<file path="src/rtl/riscv_pkg.sv">
// Shared definitions for the memory arbiter.
//   arb_state_e : arbiter FSM state encoding (IDLE, BUS_IF, BUS_D)
//   NOP_INSN    : instruction returned on a fetch that times out
package riscv_pkg;

  typedef enum logic [1:0] {
    S_IDLE   = 2'd0,
    S_BUS_IF = 2'd1,
    S_BUS_D  = 2'd2
  } arb_state_e;

  localparam logic [31:0] NOP_INSN = 32'h0000_0013;

endpackage

</file>
<file path="src/rtl/mem_watchdog.sv">
// Bus-state watchdog for the memory arbiter.
//   clk, rst : clock, synchronous active-high reset
//   start    : a bus state is being entered at the next edge (clears the count)
//   active   : arbiter is currently in a bus state
//   ack      : memory completion this cycle
//   expire   : this is the TIMEOUT_CYC-th bus cycle without m_ack
module mem_watchdog #(
  parameter int TIMEOUT_CYC = 64
) (
  input  logic clk,
  input  logic rst,
  input  logic start,
  input  logic active,
  input  logic ack,
  output logic expire
);

  localparam int CW = $clog2(TIMEOUT_CYC + 1);
  localparam logic [CW-1:0] LAST = CW'(TIMEOUT_CYC - 1);

  logic [CW-1:0] cnt_q, cnt_d;

  // The count is 0 in the first bus cycle, so it reads TIMEOUT_CYC-1 in the
  // TIMEOUT_CYC-th cycle. It holds at LAST; the arbiter leaves the bus state
  // on expiry anyway.
  always_comb begin
    cnt_d = cnt_q;
    if (start) begin
      cnt_d = '0;
    end else if (active && !ack && (cnt_q != LAST)) begin
      cnt_d = cnt_q + CW'(1);
    end
  end

  always_ff @(posedge clk) begin
    if (rst) begin
      cnt_q <= '0;
    end else begin
      cnt_q <= cnt_d;
    end
  end

  // An ack in the expiry cycle wins, so expire is suppressed by ack.
  assign expire = active && !ack && (cnt_q == LAST);

endmodule

</file>
<file path="src/rtl/mem_arbiter.sv">
// Two-requester (fetch / data) arbiter onto a single memory port.
//   clk, rst                      : clock, synchronous active-high reset
//   if_req/if_addr                : fetch request (held until if_ready)
//   if_rdata/if_ready             : fetch data and one-cycle completion pulse
//   d_req/d_we/d_addr/d_wdata     : data request (held until d_ready)
//   d_rdata/d_ready               : load data and one-cycle completion pulse
//   m_req/m_we/m_addr/m_wdata     : memory request, driven from latched grant
//   m_rdata/m_ack                 : memory read data and one-cycle completion
//   busy                          : FSM not in IDLE
//   err                           : sticky watchdog timeout flag
//   dbg_state, dbg_streak         : FSM state and data-streak count
// Handshake: a requester raises *_req with stable operands and holds it until
// its *_ready pulse; the request is latched at grant and later changes are
// ignored. Memory sees m_req high for the whole bus state; one m_ack cycle
// completes it, and the matching ready pulses combinationally in that cycle.
module mem_arbiter
  import riscv_pkg::*;
#(
  parameter int ADDR_W       = 32,
  parameter int DATA_W       = 32,
  parameter int MAX_D_STREAK = 4,
  parameter int TIMEOUT_CYC  = 64
) (
  input  logic              clk,
  input  logic              rst,
  input  logic              if_req,
  input  logic [ADDR_W-1:0] if_addr,
  output logic [DATA_W-1:0] if_rdata,
  output logic              if_ready,
  input  logic              d_req,
  input  logic              d_we,
  input  logic [ADDR_W-1:0] d_addr,
  input  logic [DATA_W-1:0] d_wdata,
  output logic [DATA_W-1:0] d_rdata,
  output logic              d_ready,
  output logic              m_req,
  output logic              m_we,
  output logic [ADDR_W-1:0] m_addr,
  output logic [DATA_W-1:0] m_wdata,
  input  logic [DATA_W-1:0] m_rdata,
  input  logic              m_ack,
  output logic              busy,
  output logic              err,
  output logic [1:0]        dbg_state,
  output logic [7:0]        dbg_streak
);

  localparam int SW = $clog2(MAX_D_STREAK + 1);
  localparam logic [SW-1:0] STREAK_MAX = SW'(MAX_D_STREAK);

  arb_state_e        state_q, state_d;
  logic [SW-1:0]     streak_q, streak_d;
  logic [ADDR_W-1:0] addr_q, addr_d;
  logic              we_q, we_d;
  logic [DATA_W-1:0] wdata_q, wdata_d;
  logic              err_q, err_d;
  logic              grant_start;
  logic              in_bus;
  logic              expire;

  assign in_bus = (state_q != S_IDLE);

  mem_watchdog #(
    .TIMEOUT_CYC (TIMEOUT_CYC)
  ) u_watchdog (
    .clk    (clk),
    .rst    (rst),
    .start  (grant_start),
    .active (in_bus),
    .ack    (m_ack),
    .expire (expire)
  );

  always_comb begin
    state_d     = state_q;
    streak_d    = streak_q;
    addr_d      = addr_q;
    we_d        = we_q;
    wdata_d     = wdata_q;
    err_d       = err_q;
    grant_start = 1'b0;
    case (state_q)
      S_IDLE: begin
        // Data wins unless it has already taken MAX_D_STREAK grants in a row
        // while a fetch was waiting.
        if (d_req && (!if_req || (streak_q != STREAK_MAX))) begin
          state_d     = S_BUS_D;
          addr_d      = d_addr;
          we_d        = d_we;
          wdata_d     = d_wdata;
          grant_start = 1'b1;
          streak_d    = if_req ? (streak_q + SW'(1)) : '0;
        end else if (if_req) begin
          state_d     = S_BUS_IF;
          addr_d      = if_addr;
          we_d        = 1'b0;
          wdata_d     = '0;
          grant_start = 1'b1;
          streak_d    = '0;
        end
      end
      S_BUS_IF, S_BUS_D: begin
        if (m_ack) begin
          state_d = S_IDLE;
        end else if (expire) begin
          state_d = S_IDLE;
          err_d   = 1'b1;
        end
      end
      default: state_d = S_IDLE;
    endcase
  end

  always_ff @(posedge clk) begin
    if (rst) begin
      state_q  <= S_IDLE;
      streak_q <= '0;
      addr_q   <= '0;
      we_q     <= 1'b0;
      wdata_q  <= '0;
      err_q    <= 1'b0;
    end else begin
      state_q  <= state_d;
      streak_q <= streak_d;
      addr_q   <= addr_d;
      we_q     <= we_d;
      wdata_q  <= wdata_d;
      err_q    <= err_d;
    end
  end

  // Completion (ack or timeout) pulses the ready of the granted side; an ack
  // arriving while rst is asserted must not complete anything.
  always_comb begin
    if_ready = !rst && (state_q == S_BUS_IF) && (m_ack || expire);
    d_ready  = !rst && (state_q == S_BUS_D) && (m_ack || expire);
    if_rdata = expire ? DATA_W'(NOP_INSN) : m_rdata;
    d_rdata  = expire ? '0 : m_rdata;
  end

  assign m_req      = in_bus;
  assign m_we       = we_q;
  assign m_addr     = addr_q;
  assign m_wdata    = wdata_q;
  assign busy       = in_bus;
  assign err        = err_q;
  assign dbg_state  = state_q;
  assign dbg_streak = 8'(streak_q);

endmodule
</file>
<file path="config.mk">
export PLATFORM = sky130hd
export DESIGN_NAME = mem_arbiter
export DESIGN_NICKNAME = d
export VERILOG_FILES = /design/src/rtl/riscv_pkg.sv /design/src/rtl/mem_watchdog.sv /design/src/rtl/mem_arbiter.sv
export SDC_FILE = /design/constraint.sdc
export NUM_CORES = 1
export LEC_CHECK = 0
export CAP_MARGIN = 20
export CORE_MARGIN = 5
export CORE_UTILIZATION = 35
export DETAILED_ROUTE_END_ITERATION = 16
export PLACE_DENSITY = 0.84
export SLEW_MARGIN = 20
export SYNTH_ARGS = -nofsm -noshare
export SYNTH_HDL_FRONTEND = slang
export SYNTH_SLANG_ARGS = --single-unit
</file>
<file path="constraint.sdc">
create_clock -name clk -period 2.8 [get_ports clk]
set_clock_uncertainty 0.1 [all_clocks]
set_input_delay 0.56 -clock clk [delete_from_list [all_inputs] [get_ports clk]]
set_output_delay 0.56 -clock clk [all_outputs]
set_load 0.05 [all_outputs]
</file>
==> results.toml <==
[routing]
drt_iter0_markers = 265
first_pass_iters = 5
wirelength_mm = 14.47
routedWlPerCell_um = 18.08
drc = 0
ant_nets = 0
vias = 4215
vias_per_cell = 5.269

[placement]
gp_congestion = 0.9709
io_buffers = 272
dp_slack_ns = 0.1126
dpl.hpwl_mm = 11.36

[final_layout]
areaGrowthSynthToFinish_pct = 85.42
nNetsFinal = 795
num_antenna_cells = 0
register_area_um2 = 1564
multi_input_area_um2 = 2011
drive_gt1_frac = 0.2212
fillers = 827

[worst_setup_path]
required_ns = 2.14
critical_path.slowest_cell = "dfxtp_1"
end_kind = "output pin"
cp-start-kind = "flop"
regToRegSetupSlack_ns = 0.87
reg2regPathDepth = 6
r2r-end = "m_addr[13]"
timing.rr.start = "dbg_state[1]"
crit_fanout = 22
crit_type = "flop to output pin"
path_cells = "ha_1, and4b_1, and3_4, buf_12, nor2b_1, buf_4, buf_12"
critPathMaxStageDelay_ns = 0.38
arrival_ns = 2.01
crit_path_frequent_cell = "buf_12"

[timing]
min_period_over_period = 0.9523
timing.final.ws_setup_ns = 0.1336
finalHoldWorstSlack_ns = 0.3753
hold_viol = 0
timing.final.crit_period_ns = 2.666
fin_setup_tns_ns = 0
rsz0062_at_grt = "no"
worstMarginPinSlew_ns = 0.5581
setup_viol = 0
maxSlewHeadroom = 0.6268
max_freq_mhz = 375.0
slew_viol_final = 0

[floorplan]
die_w_um = 115.4
fp.dieH_um = 115.4
initial_utilization = 0.3585
die_area_um2 = 13310
core_area_um2 = 10840
fp-row-count = 38
boundaryPins = 278

[synth]
yosysMostFrequentCell = "dfxtp_1"
synth.top_cell.area_share = 0.4018
synth_ff_type = "dfxtp_1"
synth_area_leaders = "dfxtp_1 (40%), nand3_1 (8.9%), buf_4 (7.7%)"
syn_avg_cell_area_um2 = 9.144
synthArstFlopShare = 0
synthesis.area_um2 = 3886
ys_seq_area_frac = 0.4018
synth-edff-count = 0
ys_warn_count = 0
ys_types = 45
syn_inst = 425
synth-seq-cells = 78
synth_largest_area_cell = "dfxtp_1"
ys_top_cells_by_count = "dfxtp_1 (78), nand3_1 (69), buf_4 (40)"

[clocking]
clkLatencyLatePin_ns = 0.34
numClockSinks = 78
cts_tree = "built"
cts-htree-levels = 3
clkTransAtPathRegs_ns = 0.07
clock_path_buffers = 2
cts_buffers = 9
root_buffer = "clkbuf_8"

[grt]
overflow = 0
grt.met3_usage = 0.05579
top_usage_layer = "met2"
antenna_found_initial = 0
grt_use_met1 = 0.2239
grt_use_total = 0.2042
grt_pass1_wl_mm = 21.71
grt_pass1_vias = 4197
use_met2 = 0.3684
grt_max_degree = 42

[min_path]
min_to = "u_watchdog.cnt_q[6]"
whs_path_depth = 2
hold_class = "flop to flop"
hold_path.startpoint = "u_watchdog.cnt_q[6]"

[power_and_ir_drop]
leakage_uw = 0.002853
powerDensity_nw_per_um2 = 579.6
vdd_drop_max_v = 0.0003017

[status]
status = "complete, no violations"

[flow_run]
maxCapViolCount = 0
-- layout by cell type (no fill, tap or decap), types with 9 or more instances in the layout --
cell type and n:
nand3_1 69, buf_12 39, a22o_1 33, buf_4 50, clkdlybuf4s50_1 205, nor2b_4 21, nand4_1 33, clkbuf_8 9
o211ai_1 33, dfxtp_1 76
-- state kept, by name (all words and copies together), names as in the netlist --
signal	cells
err	1
u_watchdog.cnt_q	7
m_we	1
m_wdata	32
dbg_state	2
m_addr	32
streak_q	3
-- cell families after synthesis --
kind of cell             Yosys count  synth area share
adder cells (fa/ha/maj)            6           0.01932
AO/OA/AOI/OAI                     91            0.1867
flip-flops                        78            0.4018
multiplexers                       2          0.005152
AND/OR/NAND/NOR                  161            0.2486
other                              1         0.0009649
buffers and inverters             86            0.1375
-- worst max path at each step --
stage	startpoint	end	cells past startpoint
after global placement	m_ack	if_rdata[27]	6
after floorplan	dbg_state[1]	if_rdata[2]	8
final	u_watchdog.cnt_q[0]	d_rdata[2]	7
after detailed placement	m_ack	if_rdata[27]	6
after CTS	dbg_state[1]	if_rdata[27]	7
after global routing	dbg_state[0]	d_rdata[31]	8
-- per-layer routing --
metal	vias up	routed length [um]	share of wire
met3	32	1254	0.087
met4	0	429	0.030
met1	1951	5227	0.36
met5	-	0	0
li1	2000	-	-
met2	232	7555	0.52
-- metrics by stage --
stage | cells | util | cell area (um^2) | total power (uW)
after floorplan | 429 | - | 4089 | 2541
after global placement | 784 | 0.6428 | 6968 | 3227
after detailed placement | 784 | 0.6428 | 6968 | 3257
after CTS | 800 | 0.6634 | 7192 | 4201
after global routing | 800 | 0.6647 | 7206 | 4351
final | 800 | 0.6647 | 7206 | 4177
-- critical path, delay by kind of cell, from the launching register on --
family / cells / cell delay, ns
adder cells (fa/ha/maj): 1 / 0.23
buffers and inverters: 3 / 0.51
flip-flops: 1 / 0.38
AND/OR/NAND/NOR: 3 / 0.55
-- area by class of cell --
cell class | instances | share of cell area
Clock inverter | 7 | 0.01354
Multi-Input combinational cell | 265 | 0.2790
Tap cell | 140 | 0.02431
Timing Repair Buffer | 294 | 0.4452
Sequential cell | 78 | 0.2171
Clock buffer | 9 | 0.01719
Inverter | 7 | 0.003646
-- where the power goes --
group	switching [uW]	internal, uW
Combinational	1170	734
Sequential	77.7	1250
Clock	439	505
-- timing repair --
action,CTS,global route
pin swaps,0,0
endpoints found under the hold margin,0,0
setup endpoints to repair,4,4
hold buffers,0,0
resized for setup,1,3
cloned,0,0
buffers inserted,0,0
Note: power is estimated with default switching activity, not from simulation.
